`src/rtl/snes_pkg.sv`:
```
// Shared constants and FSM state type for the save-RAM serial dumper.
package snes_pkg;

  localparam int unsigned HDR_LEN = 32;

  localparam logic [7:0] MAGIC [4] = '{8'h53, 8'h52, 8'h41, 8'h4D};

  typedef enum logic [2:0] {
    S_IDLE,
    S_HDR,
    S_RD_REQ,
    S_RD_WAIT,
    S_SEND,
    S_FIN
  } state_t;

endpackage

```
`src/rtl/uart_tx_byte.sv`:
```
// 8N1 byte transmitter, LSB first, each bit held DIV cycles.
module uart_tx_byte #(
  parameter int unsigned DIV = 93
) (
  input  logic       wclk,
  input  logic       reset,
  input  logic [7:0] data,
  input  logic       send,
  output logic       tx,
  output logic       ready
);

  localparam int unsigned CW = (DIV > 1) ? $clog2(DIV) : 1;

  logic          active;
  logic [CW-1:0] div_cnt;
  logic [3:0]    bit_cnt;
  logic [9:0]    shreg;
  logic          last_cycle;

  // Ready also in the final stop-bit cycle so a queued byte starts with no idle gap.
  assign last_cycle = active && (div_cnt == CW'(DIV - 1)) && (bit_cnt == 4'd9);
  assign ready      = !active || last_cycle;
  assign tx         = active ? shreg[0] : 1'b1;

  always_ff @(posedge wclk) begin
    if (reset) begin
      active  <= 1'b0;
      div_cnt <= '0;
      bit_cnt <= '0;
      shreg   <= '1;
    end else if (send && ready) begin
      active  <= 1'b1;
      div_cnt <= '0;
      bit_cnt <= '0;
      shreg   <= {1'b1, data, 1'b0};
    end else if (active) begin
      if (div_cnt == CW'(DIV - 1)) begin
        div_cnt <= '0;
        if (bit_cnt == 4'd9) begin
          active <= 1'b0;
        end else begin
          bit_cnt <= bit_cnt + 4'd1;
          shreg   <= {1'b1, shreg[9:1]};
        end
      end else begin
        div_cnt <= div_cnt + 1'b1;
      end
    end
  end

endmodule

```
`src/rtl/sram_dumper.sv`:
```
// Streams a 32-byte header followed by save RAM contents over a UART.
module sram_dumper
  import snes_pkg::*;
#(
  parameter int unsigned FREQ = 10_800_000,
  parameter int unsigned BAUD = 115200
) (
  input  logic        wclk,
  input  logic        reset,
  input  logic        start,
  input  logic [7:0]  map_ctrl,
  input  logic [7:0]  rom_type_header,
  input  logic [3:0]  rom_size,
  input  logic [3:0]  ram_size,
  input  logic [23:0] ram_mask,
  output logic [23:0] mem_addr,
  output logic        mem_rd,
  input  logic [7:0]  mem_rdata,
  input  logic        mem_rvalid,
  output logic        uart_tx,
  output logic        busy,
  output logic        done
);

  localparam int unsigned DIV = FREQ / BAUD;

  state_t      state, state_nx;
  logic [5:0]  hdr_idx;
  logic [23:0] idx, len;
  logic [24:0] idx_inc;
  logic [7:0]  map_q, type_q, rd_q;
  logic [3:0]  rom_q, ram_q;
  logic        sent, send, ready;
  logic [7:0]  hdr_byte, tx_data;

  assign idx_inc  = {1'b0, idx} + 25'd1;
  assign mem_addr = idx;
  assign busy     = (state != S_IDLE) && (state != S_FIN);
  assign tx_data  = (state == S_HDR) ? hdr_byte : rd_q;

  always_comb begin
    hdr_byte = '0;
    case (hdr_idx)
      6'd0:    hdr_byte = MAGIC[0];
      6'd1:    hdr_byte = MAGIC[1];
      6'd2:    hdr_byte = MAGIC[2];
      6'd3:    hdr_byte = MAGIC[3];
      6'd4:    hdr_byte = map_q;
      6'd5:    hdr_byte = type_q;
      6'd6:    hdr_byte = {4'b0, rom_q};
      6'd7:    hdr_byte = {4'b0, ram_q};
      6'd8:    hdr_byte = len[7:0];
      6'd9:    hdr_byte = len[15:8];
      6'd10:   hdr_byte = len[23:16];
      default: hdr_byte = '0;
    endcase
  end

  always_ff @(posedge wclk) begin
    if (reset) state <= S_IDLE;
    else       state <= state_nx;
  end

  always_comb begin
    state_nx = state;
    send     = 1'b0;
    mem_rd   = 1'b0;
    done     = 1'b0;
    case (state)
      S_IDLE: if (start) state_nx = S_HDR;
      // hdr_idx==32 with ready asserted means byte 31 is in its last stop cycle.
      S_HDR: if (ready) begin
        if (hdr_idx == 6'(HDR_LEN)) state_nx = (len != '0) ? S_RD_REQ : S_FIN;
        else                        send     = 1'b1;
      end
      S_RD_REQ: begin
        mem_rd   = 1'b1;
        state_nx = S_RD_WAIT;
      end
      S_RD_WAIT: if (mem_rvalid) state_nx = S_SEND;
      S_SEND: if (ready) begin
        if (!sent) send = 1'b1;
        else       state_nx = (idx_inc < {1'b0, len}) ? S_RD_REQ : S_FIN;
      end
      S_FIN: begin
        done     = 1'b1;
        state_nx = S_IDLE;
      end
      default: state_nx = S_IDLE;
    endcase
  end

  always_ff @(posedge wclk) begin
    if (reset) begin
      hdr_idx <= '0;
      idx     <= '0;
      len     <= '0;
      map_q   <= '0;
      type_q  <= '0;
      rom_q   <= '0;
      ram_q   <= '0;
      rd_q    <= '0;
      sent    <= 1'b0;
    end else begin
      case (state)
        S_IDLE: if (start) begin
          map_q   <= map_ctrl;
          type_q  <= rom_type_header;
          rom_q   <= rom_size;
          ram_q   <= ram_size;
          len     <= (ram_size == 4'd0) ? '0 : (&ram_mask) ? '1 : ram_mask + 24'd1;
          hdr_idx <= '0;
          idx     <= '0;
          sent    <= 1'b0;
        end
        S_HDR:     if (send) hdr_idx <= hdr_idx + 6'd1;
        S_RD_REQ:  sent <= 1'b0;
        S_RD_WAIT: if (mem_rvalid) rd_q <= mem_rdata;
        S_SEND: begin
          if (send)               sent <= 1'b1;
          else if (ready && sent) idx  <= idx + 24'd1;
        end
        default: ;
      endcase
    end
  end

  uart_tx_byte #(.DIV(DIV)) u_tx (
    .wclk  (wclk),
    .reset (reset),
    .data  (tx_data),
    .send  (send),
    .tx    (uart_tx),
    .ready (ready)
  );

endmodule

```
`config.mk`:
```
export PLATFORM = sky130hd
export DESIGN_NAME = sram_dumper
export DESIGN_NICKNAME = d
export VERILOG_FILES = /design/src/rtl/snes_pkg.sv /design/src/rtl/uart_tx_byte.sv /design/src/rtl/sram_dumper.sv
export SDC_FILE = /design/constraint.sdc
export NUM_CORES = 1
export LEC_CHECK = 0
export ABC_AREA = 1
export BUFFER_PORTS_ARGS = -buffer_cell sky130_fd_sc_hd__buf_2
export CELL_PAD_IN_SITES_DETAIL_PLACEMENT = 0
export CELL_PAD_IN_SITES_GLOBAL_PLACEMENT = 1
export CORE_UTILIZATION = 41
export CTS_CLUSTER_SIZE = 8
export DETAILED_ROUTE_END_ITERATION = 6
export PLACE_DENSITY = 0.91
export SLEW_MARGIN = 25
export SYNTH_ARGS = -nofsm -noshare
export SYNTH_HDL_FRONTEND = slang
export SYNTH_SLANG_ARGS = --single-unit
```
`constraint.sdc`:
```
create_clock -name wclk -period 2.9 [get_ports wclk]
set_input_delay 0.58 -clock wclk [delete_from_list [all_inputs] [get_ports wclk]]
set_output_delay 0.58 -clock wclk [all_outputs]
set_load 0.02 [all_outputs]
```
Word-level counts from Yosys, hierarchy flattened
Index checks and enable logic that the tools add are counted.
Widths: inputs -> output; s select.
{"block": "totals", "out_inout_bits": 28, "elab_cells": 119, "register_bits": 111, "in_bits": 60}
{"block": "op_classes", "n_eq_ne": 30, "bitwise": 1, "n_lt_le_gt_ge": 1, "reduce_logical": 27, "muxes": 40, "add_sub_neg": 6}
{"cell": "$mux 24", "n": 5}
{"cell": "$pmux 8 s11", "n": 1}
{"cell": "$add 24x1->24 const B", "n": 2}
{"cell": "$pmux 24 s2", "n": 1}
{"cell": "$mux 9", "n": 4}
{"cell": "$add 24x1->25 const B", "n": 1}
{"cell": "$lt 25x24->1", "n": 1}
{"cell": "$eq 6x3->1 const B", "n": 4}
{"cell": "$mux 3", "n": 8}
{"cell": "$reduce_and 24->1", "n": 1}
{"cell": "$reduce_bool 24->1", "n": 1}
{"cell": "$eq 6x4->1 const B", "n": 3}
{"cell": "$pmux 3 s5", "n": 1}
{"cell": "$ne 2x2->1 const B", "n": 7}
{"cell": "$mux 1", "n": 13}
{"cell": "$eq 6x2->1 const B", "n": 2}
{"cell": "$mux 6", "n": 2}
{"cell": "$pmux 6 s2", "n": 1}
{"cell": "$reduce_and 3->1", "n": 4}
{"cell": "$mux 8", "n": 1}
{"cell": "$ne 2x1->1 const B", "n": 4}
{"cell": "$reduce_bool 2->1", "n": 4}
{"cell": "$add 7x1->7 const B", "n": 1}
{"cell": "$eq 7x7->1 const B", "n": 1}
{"cell": "24 further kinds", "n": 32}

Longest topological paths before layout
Gate-level depths: netlist of run 1.
{"block": "logic_depth", "depth_word": 9, "mapped_depth": 22}

Cells and area by module
A second synthesis of run 1 with hierarchy kept.
{"block": "unflattened", "hier_cells": 1058, "hier_area_um2": 7121.8}
{"module": "sram_dumper", "cells_each": 905, "seq_area_each_um2": 1801.7, "instances": 1, "area_each_um2": 5985.7}
{"module": "uart_tx_byte", "cells_each": 153, "seq_area_each_um2": 420.4, "instances": 1, "area_each_um2": 1136.1}

Worst setup path before layout of run 1
OpenSTA, ideal clock, no wires.
{"block": "synth_timing", "kind": "register -> register", "startpoint": "reg idx[0], in the netlist mem_addr[0]", "endpoint": "reg state[0]", "path_slack_ns": 0.185, "path_buffers": 0, "t_arrival_ns": 2.583, "path_stages_with_launch": 20, "path_cell_list": "dfxtp_1 ha_1 nand3_2 inv_2 nand2_2 inv_1 nand3_1 nor2_2 nand2_1 xor2_1 ha_1 and3_1 a21oi_1 nand2_1 nor2_1 nand2_1 nand2_1 nand2_1 nand2_1 a21oi_1"}
{"block": "synth_via", "elab_chain_cells": 6}
{"element": "from (decl)", "line": "sram_dumper.sv:29", "rtl": "logic [23:0] idx, len;"}
{"element": "from (signal assigned)", "line": "sram_dumper.sv:121", "rtl": "else if (ready && sent) idx <= idx + 24'd1;"}
{"element": "$add 24x1->25", "line": "sram_dumper.sv:36", "rtl": "assign idx_inc = {1'b0, idx} + 25'd1;"}
{"element": "$lt 25x24->1", "line": "sram_dumper.sv:83", "rtl": "else state_nx = (idx_inc < {1'b0, len}) ? S_RD_REQ : S_FIN;"}
{"element": "$mux 3", "line": "sram_dumper.sv:83"}
{"element": "$mux 3", "line": "sram_dumper.sv:82", "rtl": "if (!sent) send = 1'b1;"}
{"element": "$mux 3", "line": "sram_dumper.sv:81", "rtl": "S_SEND: if (ready) begin"}
{"element": "$pmux 3 s5", "line": "sram_dumper.sv:69", "rtl": "case (state)"}
{"element": "to (signal assigned)", "line": "sram_dumper.sv:61", "rtl": "else state <= state_nx;"}
{"element": "to (decl)", "line": "sram_dumper.sv:27", "rtl": "state_t state, state_nx;"}
No other way between the ends. The select of a mux whose other input is x is not followed.
A chain may end at the register's enable or synchronous reset.

Final worst setup path of run 1
{"block": "layout_timing", "startpoint": "reg idx[1], in the netlist mem_addr[1]", "endpoint": "reg state[2]"}
The elaborated chain is that of the path after synthesis.

==> impl_results.md, run 1 <==
* Status: completed
* Clk network pwr share at 0.276
* Final period utilization at 0.9015
* Antenna-violating nets left at 0
* Multi-input gate area at 4025 um^2
* Setup crit end kind: flip-flop
* Synthesized cell area at 6894 um^2
* Post-synth ARST share at 0
* Clock Skews at 0.01226 ns
* Placed inst area at 7567 um^2
* Largest net degree at the start of global routing at 46
* Ys flop type: dfxtp_1
* Syn Area/Cell at 6.547 um^2
* Seq/Total Area, Yosys at 0.3223
* Synth top area share at 0.3223
* CP Capture Point: state[2]
* Fin Hold WS at 0.4591 ns
* Reg power frac at 0.381
* Chip width at 131.7 um
* Worst hold-check path type: flip-flop to flip-flop
* Core ar. at 16520 um^2
* Number of remaining DRC errors at 0
* Starting Density at 0.4172
* CTS H-tree depth at 3
* Seq cells post-synth at 111
* Area Overhead vs Synth at 15.70%
* Synth warnings at 0
* GR Overflow Total at 0
* Critical Path AT at 2.84 ns
* Clock Sinks at 111
* Port bufs at 87
* Top-count cell post-synth: nand2_1
* GRT Overall Usage at 0.2193
* Pins over their slew limit at 0
* DR WL/cell at 13.73 um
* Biggest cell delay along the critical path at 0.34 ns
* # rows at 47
* Post-synth top area cell: dfxtp_1
* Pwr Density at 624.4 nW/um^2
* Crit path time final at 2.614 ns
* Post-Synthesis Cells at 1053
* Slack of the worst reg-to-reg path at 0.29 ns
* Critical path required time at 3.13 ns
* Dpl hpwl at 14420 um
* Register area at 2235 um^2
* CTS Buf Count at 9
* Final Hold Violating Endpoints at 0
* Slew HR at 0.5096
* Leak at 3.611 nW
* Fill cell count at 1751
* Routed wire length at 18720 um
* CP dominant cell by count: nand2_1
* Hold Buf Count CTS at 0
* Worst Reg-to-Reg Cells at 22
* CTS tree: built
* Area contributors post-synth: dfxtp_1, nand2_1, inv_1
* Die area at 17340 um^2
* Int Power at 3.076 mW
* Clock-pin slew on the worst setup and hold paths at 0.08 ns
* Area of all placed cells without fillers at 7976 um^2
* Worst-skew pair later-pin latency at 0.37 ns
* Initial antenna violation count at 0
* Worst Path Max Fanout at 3
* Vias per cell at 5.035
* Combinational share of power at 0.343
* Mapped Nets at 1146
* Final setup viols at 0
* Commonest cells post-synth: nand2_1, inv_1, dfxtp_1, a21oi_1, nor2_1
* Layout cells sized above 1 at 0.1610
* R2r endpoint: state[2]
* Slew @ Worst Pin at 0.7348 ns
* Die Y at 131.7 um
* Deepest clock path buffer count at 2
* Distinct cells, synth at 48
* Fmax achieved at 382.5 MHz
* CP Launch Point: mem_addr[1]
* Total number of vias at 6863
* Number of synthesized flops with an enable pin at 0
* Sw Pwr at 1.904 mW
* Crit path kind: flip-flop to flip-flop
* Max_cap viols at 0
* Critical path's slowest cell: dfxtp_1
* Clock root buffer: clkbuf_16
* Worst r2r src: mem_addr[1]
* Startpoint types: flip-flop
* Routability cong. at 0.9090
* Drt first pass iters at 6
* CP Cell Sequence: ha_2 > nand3_2 > inv_2 > nand2_2 > inv_2 > nand3_2 > nor2_4 > nand2_1 > xor2_2 > ha_1 > nand2_1 > nand2_1 > nand2_1 > nand2_1 > a21oi_2 > nand2_1 > nor2_2 > nand2_1 > nand2_1 > nand2_1 > nand2_1 > a21oi_1
* Nets at 1231
* IO Pins at 88
* VDD IR max at 0.0003460 V
* First-pass GRT wire length at 30560 um
* Vias in the first global route at 6244
* Sw frac at 0.3823
* Detailed Route Iter0 Violations at 451
* Ant diodes at 0
## cells by family (layout without fill, tap and decap cells)
family	count (synthesis)	in the layout	share of synthesized area
fa+ha+maj	33	33	0.05989
flops	111	111	0.3223
xor+xnor	35	35	0.04555
simple gates	511	511	0.3258
compound gates	186	186	0.1448
buf+inv	177	267	0.1016
## layer usage
| metal | track usage | vias up | share of wire |
|---|---|---|---|
| met5 | 0 | - | 0 |
| met3 | 0.03434 | 21 | 0.041 |
| met1 | 0.2778 | 3158 | 0.45 |
| li1 | - | 3548 | - |
| met4 | 0.06266 | 0 | 0.014 |
| met2 | 0.3818 | 136 | 0.49 |
## worst min-delay path by stage
stage / from / endpoint / cells past startpoint
4_1_cts: type_q[3] / type_q[3] / 2
3_3_place_gp: type_q[0] / type_q[0] / 2
3_5_place_dp: type_q[3] / type_q[3] / 2
6_report: rom_q[1] / rom_q[1] / 2
2_1_floorplan: u_tx.shreg[0] / u_tx.shreg[0] / 2
5_1_grt: type_q[3] / type_q[3] / 2
## worst max-delay path, delay by kind of cell (launching register included)
family | cells | cell delay [ns]
DFF | 1 | 0.34
xor gates and xnor gates | 1 | 0.16
and+or+nand+nor | 15 | 1.15
buffers and inverters | 2 | 0.16
adders and majority gates | 2 | 0.47
AOI/OAI and AO/OA | 2 | 0.17
## metrics by stage
stage | setup TNS, ns | cells | setup slack, ns | power [mW] | utilization
floorplan | 0 | 1053 | 0.1848 | 3.182 | -
global placement | 0 | 1345 | 0.2661 | 3.603 | 0.4579
detailed placement | 0 | 1345 | 0.2063 | 3.632 | 0.4579
CTS | 0 | 1361 | 0.1738 | 5.006 | 0.4778
global route | -0.003672 | 1363 | -0.003672 | 5.338 | 0.4827
finish | 0 | 1363 | 0.2856 | 4.980 | 0.4827
## layout by cell type, fill, tap and decap left out, types with 5 or more instances in the layout
| master | synthesis | layout |
|---|---|---|
| inv_1 | 141 | 139 |
| nand2_2 | 5 | 5 |
| xor2_1 | 25 | 23 |
| a21oi_1 | 91 | 90 |
| clkbuf_16 | 0 | 9 |
| nand4_1 | 19 | 19 |
| or2_2 | 5 | 5 |
| dfxtp_1 | 111 | 101 |
| buf_4 | 1 | 16 |
| buf_2 | 12 | 87 |
| o21ai_0 | 64 | 64 |
| inv_2 | 6 | 8 |
| ha_1 | 33 | 32 |
| nor2_4 | 3 | 5 |
| nor3_1 | 18 | 18 |
| nand3_1 | 53 | 52 |
| xnor2_1 | 9 | 8 |
| nor2_1 | 91 | 87 |
| dfxtp_2 | 0 | 10 |
| nor4_1 | 5 | 5 |
| o22ai_1 | 15 | 15 |
| nand2_1 | 287 | 287 |
| nor2_2 | 10 | 12 |
## layout make-up
class / instances / share of cell area
Multi-Input combinational cell: 765 / 0.5046
Tap cell: 220 / 0.03451
Clock inverter: 7 / 0.01286
Sequential cell: 111 / 0.2802
Clock buffer: 9 / 0.02824
Timing Repair Buffer: 103 / 0.06965
Inverter: 148 / 0.06996
## repair_timing
item	CTS	global route
gates resized for setup	0	24
setup buffers	0	2
endpoints found under the setup margin	0	3
## state kept, by name (all words and copies together) (netlist names)
signal,cells
rom_q,4
u_tx.shreg,9
state,3
u_tx.active,1
len,24
map_q,8
sent,1
mem_addr,24
type_q,8
rd_q,8
ram_q,4
u_tx.div_cnt,7
hdr_idx,6
u_tx.bit_cnt,4
## power groups by stage
stage	logic, mW	clock network, mW	registers, mW
3_3_place_gp	1.67	0	1.93
5_1_grt	1.95	1.46	1.93
4_1_cts	1.70	1.40	1.90
2_1_floorplan	1.29	0	1.90
6_report	1.71	1.37	1.90
3_5_place_dp	1.70	0	1.93
Note: power is estimated with default switching activity, not from simulation.
==> inputs of run 2 (changes only) <==
--- a/config.mk
+++ b/config.mk
@@ -13,6 +13,7 @@
 export CTS_CLUSTER_SIZE = 8
 export DETAILED_ROUTE_END_ITERATION = 6
 export PLACE_DENSITY = 0.91
+export RECOVER_POWER = 100
 export SLEW_MARGIN = 25
 export SYNTH_ARGS = -nofsm -noshare
 export SYNTH_HDL_FRONTEND = slang
==> run 2 against run 1 <==
Compared with the run above: final area fell by 0.78%; sequential cell count is the same; critical path type unchanged; final cell count unchanged; sequential share of layout area rose by 0.22 points.
==> impl_results.md, run 2 (synthesis results as in run 1) <==
* Drt first pass iters at 5 (-1)
* Worst Reg-to-Reg Cells at 22 (unchanged)
* Core ar. at 16520 um^2 (unchanged)
* Routed wire length at 18720 um (about the same)
* Slew HR at 0.4527 (-0.05691)
* Int Power at 3.060 mW (-0.52%)
* Crit path kind: flip-flop to flip-flop
* Sw frac at 0.3825 (about the same)
* First-pass GRT wire length at 30560 um (unchanged)
* Most frequent cells in the layout: nand2_1, inv_1, dfxtp_1
* Detailed Route Iter0 Violations at 471 (+4.4%)
* Clock Sinks at 111 (unchanged)
* VDD IR max at 0.0003427 V (-0.96%)
* Antenna-violating nets left at 0 (unchanged)
* DR WL/cell at 13.73 um (about the same)
* Total number of vias at 6880 (+0.25%)
* Final Hold Violating Endpoints at 0 (unchanged)
* Hold Buf Count CTS at 0 (unchanged)
* Startpoint types: flip-flop
* Deepest clock path buffer count at 2 (unchanged)
* CTS H-tree depth at 3 (unchanged)
* Slew @ Worst Pin at 0.8201 ns (+0.08528 ns)
* Clock-pin slew on the worst setup and hold paths at 0.08 ns (about the same)
* Critical path required time at 3.13 ns (about the same)
* IO Pins at 88 (unchanged)
* Area Overhead vs Synth at 14.79%
* Combinational share of power at 0.339 (-0.004)
* Nets at 1231 (unchanged)
* HP Start: map_q[0]
* Status: completed
* Setup crit end kind: flip-flop
* Final setup viols at 0 (unchanged)
* Worst r2r src: mem_addr[1]
* Clock Skews at 0.01410 ns (+0.001844 ns)
* Clock root buffer: clkbuf_16
* GRT Overall Usage at 0.2193 (unchanged)
* CTS Buf Count at 9 (unchanged)
* Fmax achieved at 381.2 MHz (-0.35%)
* Critical Path AT at 2.85 ns (about the same)
* Power consumption at 4.956 mW (-0.48%)
* Initial antenna violation count at 0 (unchanged)
* Pwr Density at 626.3 nW/um^2 (+0.30%)
* Fin Hold WS at 0.4584 ns (-0.0006520 ns)
* Sw Pwr at 1.896 mW (-0.43%)
* Worst Hold Depth at 2 (unchanged)
* Final period utilization at 0.9047 (+0.003157)
* Final TNS setup at 0 ns (unchanged)
* Fill cell count at 1767 (+0.91%)
* Pins over their slew limit at 0 (unchanged)
* Number of remaining DRC errors at 0 (unchanged)
* WHS Endpoint: map_q[0]
* CTS tree: built
* Starting Density at 0.4172 (unchanged)
* Layout cells sized above 1 at 0.1295 (-0.03150)
* Routability cong. at 0.9090 (unchanged)
* Most common cell after layout, fill and taps aside: nand2_1
* R2r endpoint: state[2]
* Port bufs at 87 (unchanged)
* Chip width at 131.7 um (unchanged)
* Multi-input gate area at 4005 um^2 (-0.50%)
* Clk network pwr share at 0.278 (+0.002)
* Die Y at 131.7 um (unchanged)
* Worst hold-check path type: flip-flop to flip-flop
* Register area at 2235 um^2 (unchanged)
* Vias in the first global route at 6244 (unchanged)
* Ant diodes at 0 (unchanged)
* Slack of the worst reg-to-reg path at 0.28 ns (about the same)
* Vias per cell at 5.048 (+0.25%)
* Max_cap viols at 0 (unchanged)
* Die area at 17340 um^2 (unchanged)
* Reg power frac at 0.383 (+0.002)
* # rows at 47 (unchanged)
* Placed inst area at 7567 um^2 (unchanged)
* Leak at 3.492 nW (-3.3%)
* Worst Path Max Fanout at 3 (unchanged)
* Largest net degree at the start of global routing at 46 (unchanged)
* Area of all placed cells without fillers at 7914 um^2 (-0.78%)
* GR Overflow Total at 0 (unchanged)
* Worst-skew pair later-pin latency at 0.37 ns (about the same)
* Dpl hpwl at 14420 um (unchanged)
* Crit path time final at 2.624 ns (+0.009156 ns)
==> run 2: repair_timing <==
item	4_1_cts	5_1_grt
resized for setup	0	24
buffers inserted	0	2
endpoints found under the setup margin	0	3
==> run 2: critical path, stage by stage, from the launching register on <==
cell     delay [ns]
dfxtp_1        0.34
ha_2           0.20
nand3_2        0.10
inv_2          0.09
nand2_2        0.09
inv_2          0.07
nand3_2        0.10
nor2_4         0.14
nand2_1        0.09
xor2_2         0.16
ha_1           0.28
nand2_1        0.06
nand2_1        0.05
nand2_1        0.06
nand2_1        0.06
a21oi_2        0.11
nand2_1        0.06
nor2_2         0.12
nand2_1        0.06
nand2_1        0.07
nand2_1        0.05
nand2_1        0.06
a21oi_1        0.06
==> run 2: power groups by stage <==
stage	Combinational, mW	Sequential, mW	Clock (mW)
CTS	1.70	1.90	1.40
global placement	1.67	1.93	0
global route	1.92	1.93	1.46
detailed placement	1.70	1.93	0
floorplan	1.29	1.90	0
finish	1.68	1.90	1.38
==> run 2: area by class of cell <==
| class | instances | area share |
|---|---|---|
| tap | 220 | 0.03478 |
| inverter | 148 | 0.07051 |
| timing repair buffer | 103 | 0.06482 |
| sequential | 111 | 0.2824 |
| multi-input combinational | 765 | 0.5061 |
| clock inverter | 7 | 0.01296 |
| clock buffer | 9 | 0.02846 |
==> run 2: how the worst max path moves through the flow <==
stage	cells past startpoint	end	start	slack [ns]
final	22	state[2]	mem_addr[1]	0.28
after global routing	22	state[0]	mem_addr[1]	-0.004
after CTS	20	state[0]	mem_addr[0]	0.17
after detailed placement	20	state[0]	mem_addr[0]	0.21
after global placement	22	state[0]	mem_addr[0]	0.27
after floorplan	19	state[0]	mem_addr[0]	0.18
==> run 2: layer usage <==
layer	part of all wire	wire length, um	global-route usage	up-vias
met1	0.45	8514	0.2778	3157
met5	0	0	0	-
li1	-	-	-	3547
met2	0.49	9179	0.3818	157
met3	0.041	769	0.03434	19
met4	0.013	252	0.06266	0
==> run 2: per-stage QoR <==
step	util	cells	setup slack [ns]
finish	0.4789	1363	0.2764
CTS	0.4778	1361	0.1738
floorplan	-	1053	0.1848
global placement	0.4579	1345	0.2661
detailed placement	0.4579	1345	0.2063
global route	0.4789	1363	-0.004041
==> inputs of run 3 (changes only) <==
--- a/config.mk
+++ b/config.mk
@@ -12,6 +12,7 @@
 export CORE_UTILIZATION = 41
 export CTS_CLUSTER_SIZE = 8
 export DETAILED_ROUTE_END_ITERATION = 6
+export GPL_TIMING_DRIVEN = 0
 export PLACE_DENSITY = 0.91
 export RECOVER_POWER = 100
 export SLEW_MARGIN = 25
==> run 3 against run 2 <==
Compared with the run above: highest routed layer unchanged; clock power decreased by 12%; count of clock-buffer cells in the layout unchanged; global-route usage increased by 0.28 points; core utilization increased by 0.75 points; fmax decreased by 2.8%; sequential power about the same; hold slack got worse by 0.0033 ns; final cell count increased by 2.0%; worst setup slack got worse by 0.075 ns; clock skew decreased by 0.0021 ns; critical endpoint unchanged; final area increased by 1.6%; non-clock buffer count increased by 27.
==> impl_results.md, run 3 (synthesis results as in run 1) <==
* GRT Overall Usage at 0.2221 (+0.002784)
* VDD IR max at 0.0003338 V (-2.6%)
* Clock root buffer: clkbuf_16
* Critical Path AT at 2.92 ns (+0.07 ns)
* Die area at 17340 um^2 (unchanged)
* Dpl ws at -0.2934 ns (-0.4997 ns)
* Crit path kind: flip-flop to flip-flop
* Dpl hpwl at 15010 um (+4.1%)
* Detailed Route Iter0 Violations at 322 (-32%)
* Leak at 3.560 nW (+1.9%)
* Die Y at 131.7 um (unchanged)
* Post-route insts no fill at 1390 (+2.0%)
* Chip width at 131.7 um (unchanged)
* Power consumption at 4.791 mW (-3.3%)
* Number of remaining DRC errors at 0 (unchanged)
* Routed wire length at 19170 um (+2.4%)
* Area Overhead vs Synth at 16.59%
* Nets at 1258 (+2.2%)
* CTS H-tree depth at 3 (unchanged)
* Vias per cell at 5.061 (+0.27%)
* Metal2 WL at 9297 um (+1.3%)
* Final period utilization at 0.9305 (+0.02576)
* Ant diodes at 0 (unchanged)
* Setup crit end kind: flip-flop
* Largest net degree at the start of global routing at 20 (-57%)
* Placed inst area at 7595 um^2 (+0.36%)
* CTS Buf Count at 9 (unchanged)
* Deepest clock path buffer count at 2 (unchanged)
* CTS tree: built
* Area of all placed cells without fillers at 8038 um^2 (+1.6%)
* Fmax achieved at 370.6 MHz (-2.8%)
* Final Hold Violating Endpoints at 0 (unchanged)
* Layout cells sized above 1 at 0.1385 (+0.008978)
* Clock Sinks at 111 (unchanged)
* Pwr Density at 596.1 nW/um^2 (-4.8%)
* Vias in the first global route at 6373 (+2.1%)
* Final worst setup slack at 0.2017 ns (-0.07471 ns)
* Final TNS setup at 0 ns (unchanged)
* Metal1 wirelength at 8660 um (+1.7%)
* Placed insts at 1358 (+0.97%)
* Core ar. at 16520 um^2 (unchanged)
* Clock-pin slew on the worst setup and hold paths at 0.08 ns (about the same)
* Critical path required time at 3.12 ns (about the same)
* IO Pins at 88 (unchanged)
* Final setup viols at 0 (unchanged)
* Worst hold-check path type: flip-flop to flip-flop
* Worst Path Max Fanout at 7 (+4)
* GR Overflow Total at 0 (unchanged)
* Pins over their slew limit at 0 (unchanged)
* Most common cell after layout, fill and taps aside: nand2_1
* Antenna-violating nets left at 0 (unchanged)
* First-pass GRT wire length at 30790 um (+0.77%)
* Status: completed
* Startpoint types: flip-flop
* Most frequent cells in the layout: nand2_1, inv_1, dfxtp_1
* DR WL/cell at 13.79 um (+0.46%)
* # rows at 47 (unchanged)
* Initial antenna violation count at 0 (unchanged)
* Max_cap viols at 0 (unchanged)
* Slew @ Worst Pin at 0.7281 ns (-0.09204 ns)
* Port bufs at 85 (-2.3%)
* Slew HR at 0.5125 (+0.05983)
* DR top layer: met4
* Worst-skew pair later-pin latency at 0.37 ns (about the same)
* Crit path time final at 2.698 ns (+0.07471 ns)
* Starting Density at 0.4172 (unchanged)
* Total number of vias at 7035 (+2.3%)
* WL met3 at 910 um (+18%)
* Clock Skews at 0.01198 ns (-0.002122 ns)
* Routability cong. at 0.8942 (-1.6%)
* Drt first pass iters at 5 (unchanged)
-- run 3: changes by cell type in the layout (fill, tap and decap cells not counted), sizes merged --
cell and delta:
clkinvlp -1, clkinv +3, bufinv -2, buf +9
clkbuf +18
-- run 3: layout make-up --
class	count	area [um^2]
clock buffers	9	225.2
inverters	148	560.5
flip-flops and latches	111	2257
plain buffers	29	118.9
clock inverters	7	56.30
repair buffers	101	521.8
fillers	1728	8487
multi-input cells	765	4023
well taps	220	275.3
-- run 3: critical path: stages, from the launching register on --
cell and delay (ns):
dfxtp_2 0.44, nand2_1 0.10, nor2_1 0.15, nand2_1 0.09, or3_4 0.33, nor2_1 0.10
nand2_1 0.07, nand2_1 0.09, inv_1 0.04, ha_1 0.27, and3_1 0.21, a21oi_2 0.13
nand2_1 0.07, nor2_2 0.16, nand2_1 0.08, nand2_2 0.07, nand2_1 0.05, nand2_1 0.05
a21oi_1 0.05
-- run 3: worst paths after layout --
check,startpoint,end,slack (ns),cells after the start
worst max-delay path,mem_addr[9],state[2],0.20,18
worst min-delay path,map_q[2],map_q[2],0.46,2
worst max register to register,mem_addr[9],state[2],0.20,18
worst min register to register,map_q[2],map_q[2],0.46,2
-- run 3: power by group --
| group | internal [mW] | switching, mW | leakage (nW) | total, mW |
|---|---|---|---|---|
| clock | 0.595 | 0.617 | 0.142 | 1.21 |
| sequential | 1.77 | 0.112 | 0.916 | 1.88 |
| combinational | 0.520 | 1.18 | 2.50 | 1.70 |
-- run 3: through the flow --
step	util	hold WS [ns]
after floorplan	-	0.4214
after global placement	0.4596	0.4388
after detailed placement	0.4596	0.4465
after CTS	0.4797	0.4594
after global routing	0.4864	0.4818
final	0.4864	0.4551
-- run 3: routing by layer --
metal / vias up / track usage
met5: - / 0
met4: 0 / 0.06072
met3: 18 / 0.03665
met2: 174 / 0.3880
met1: 3238 / 0.2800
li1: 3605 / -
-- run 3: timing repair --
| item | in CTS | in global routing |
|---|---|---|
| setup endpoints to repair | 3 | 3 |
| hold buffers | 0 | 0 |
| gates resized for setup | 8 | 38 |
| pin swaps | 3 | 11 |
| setup buffers | 3 | 13 |
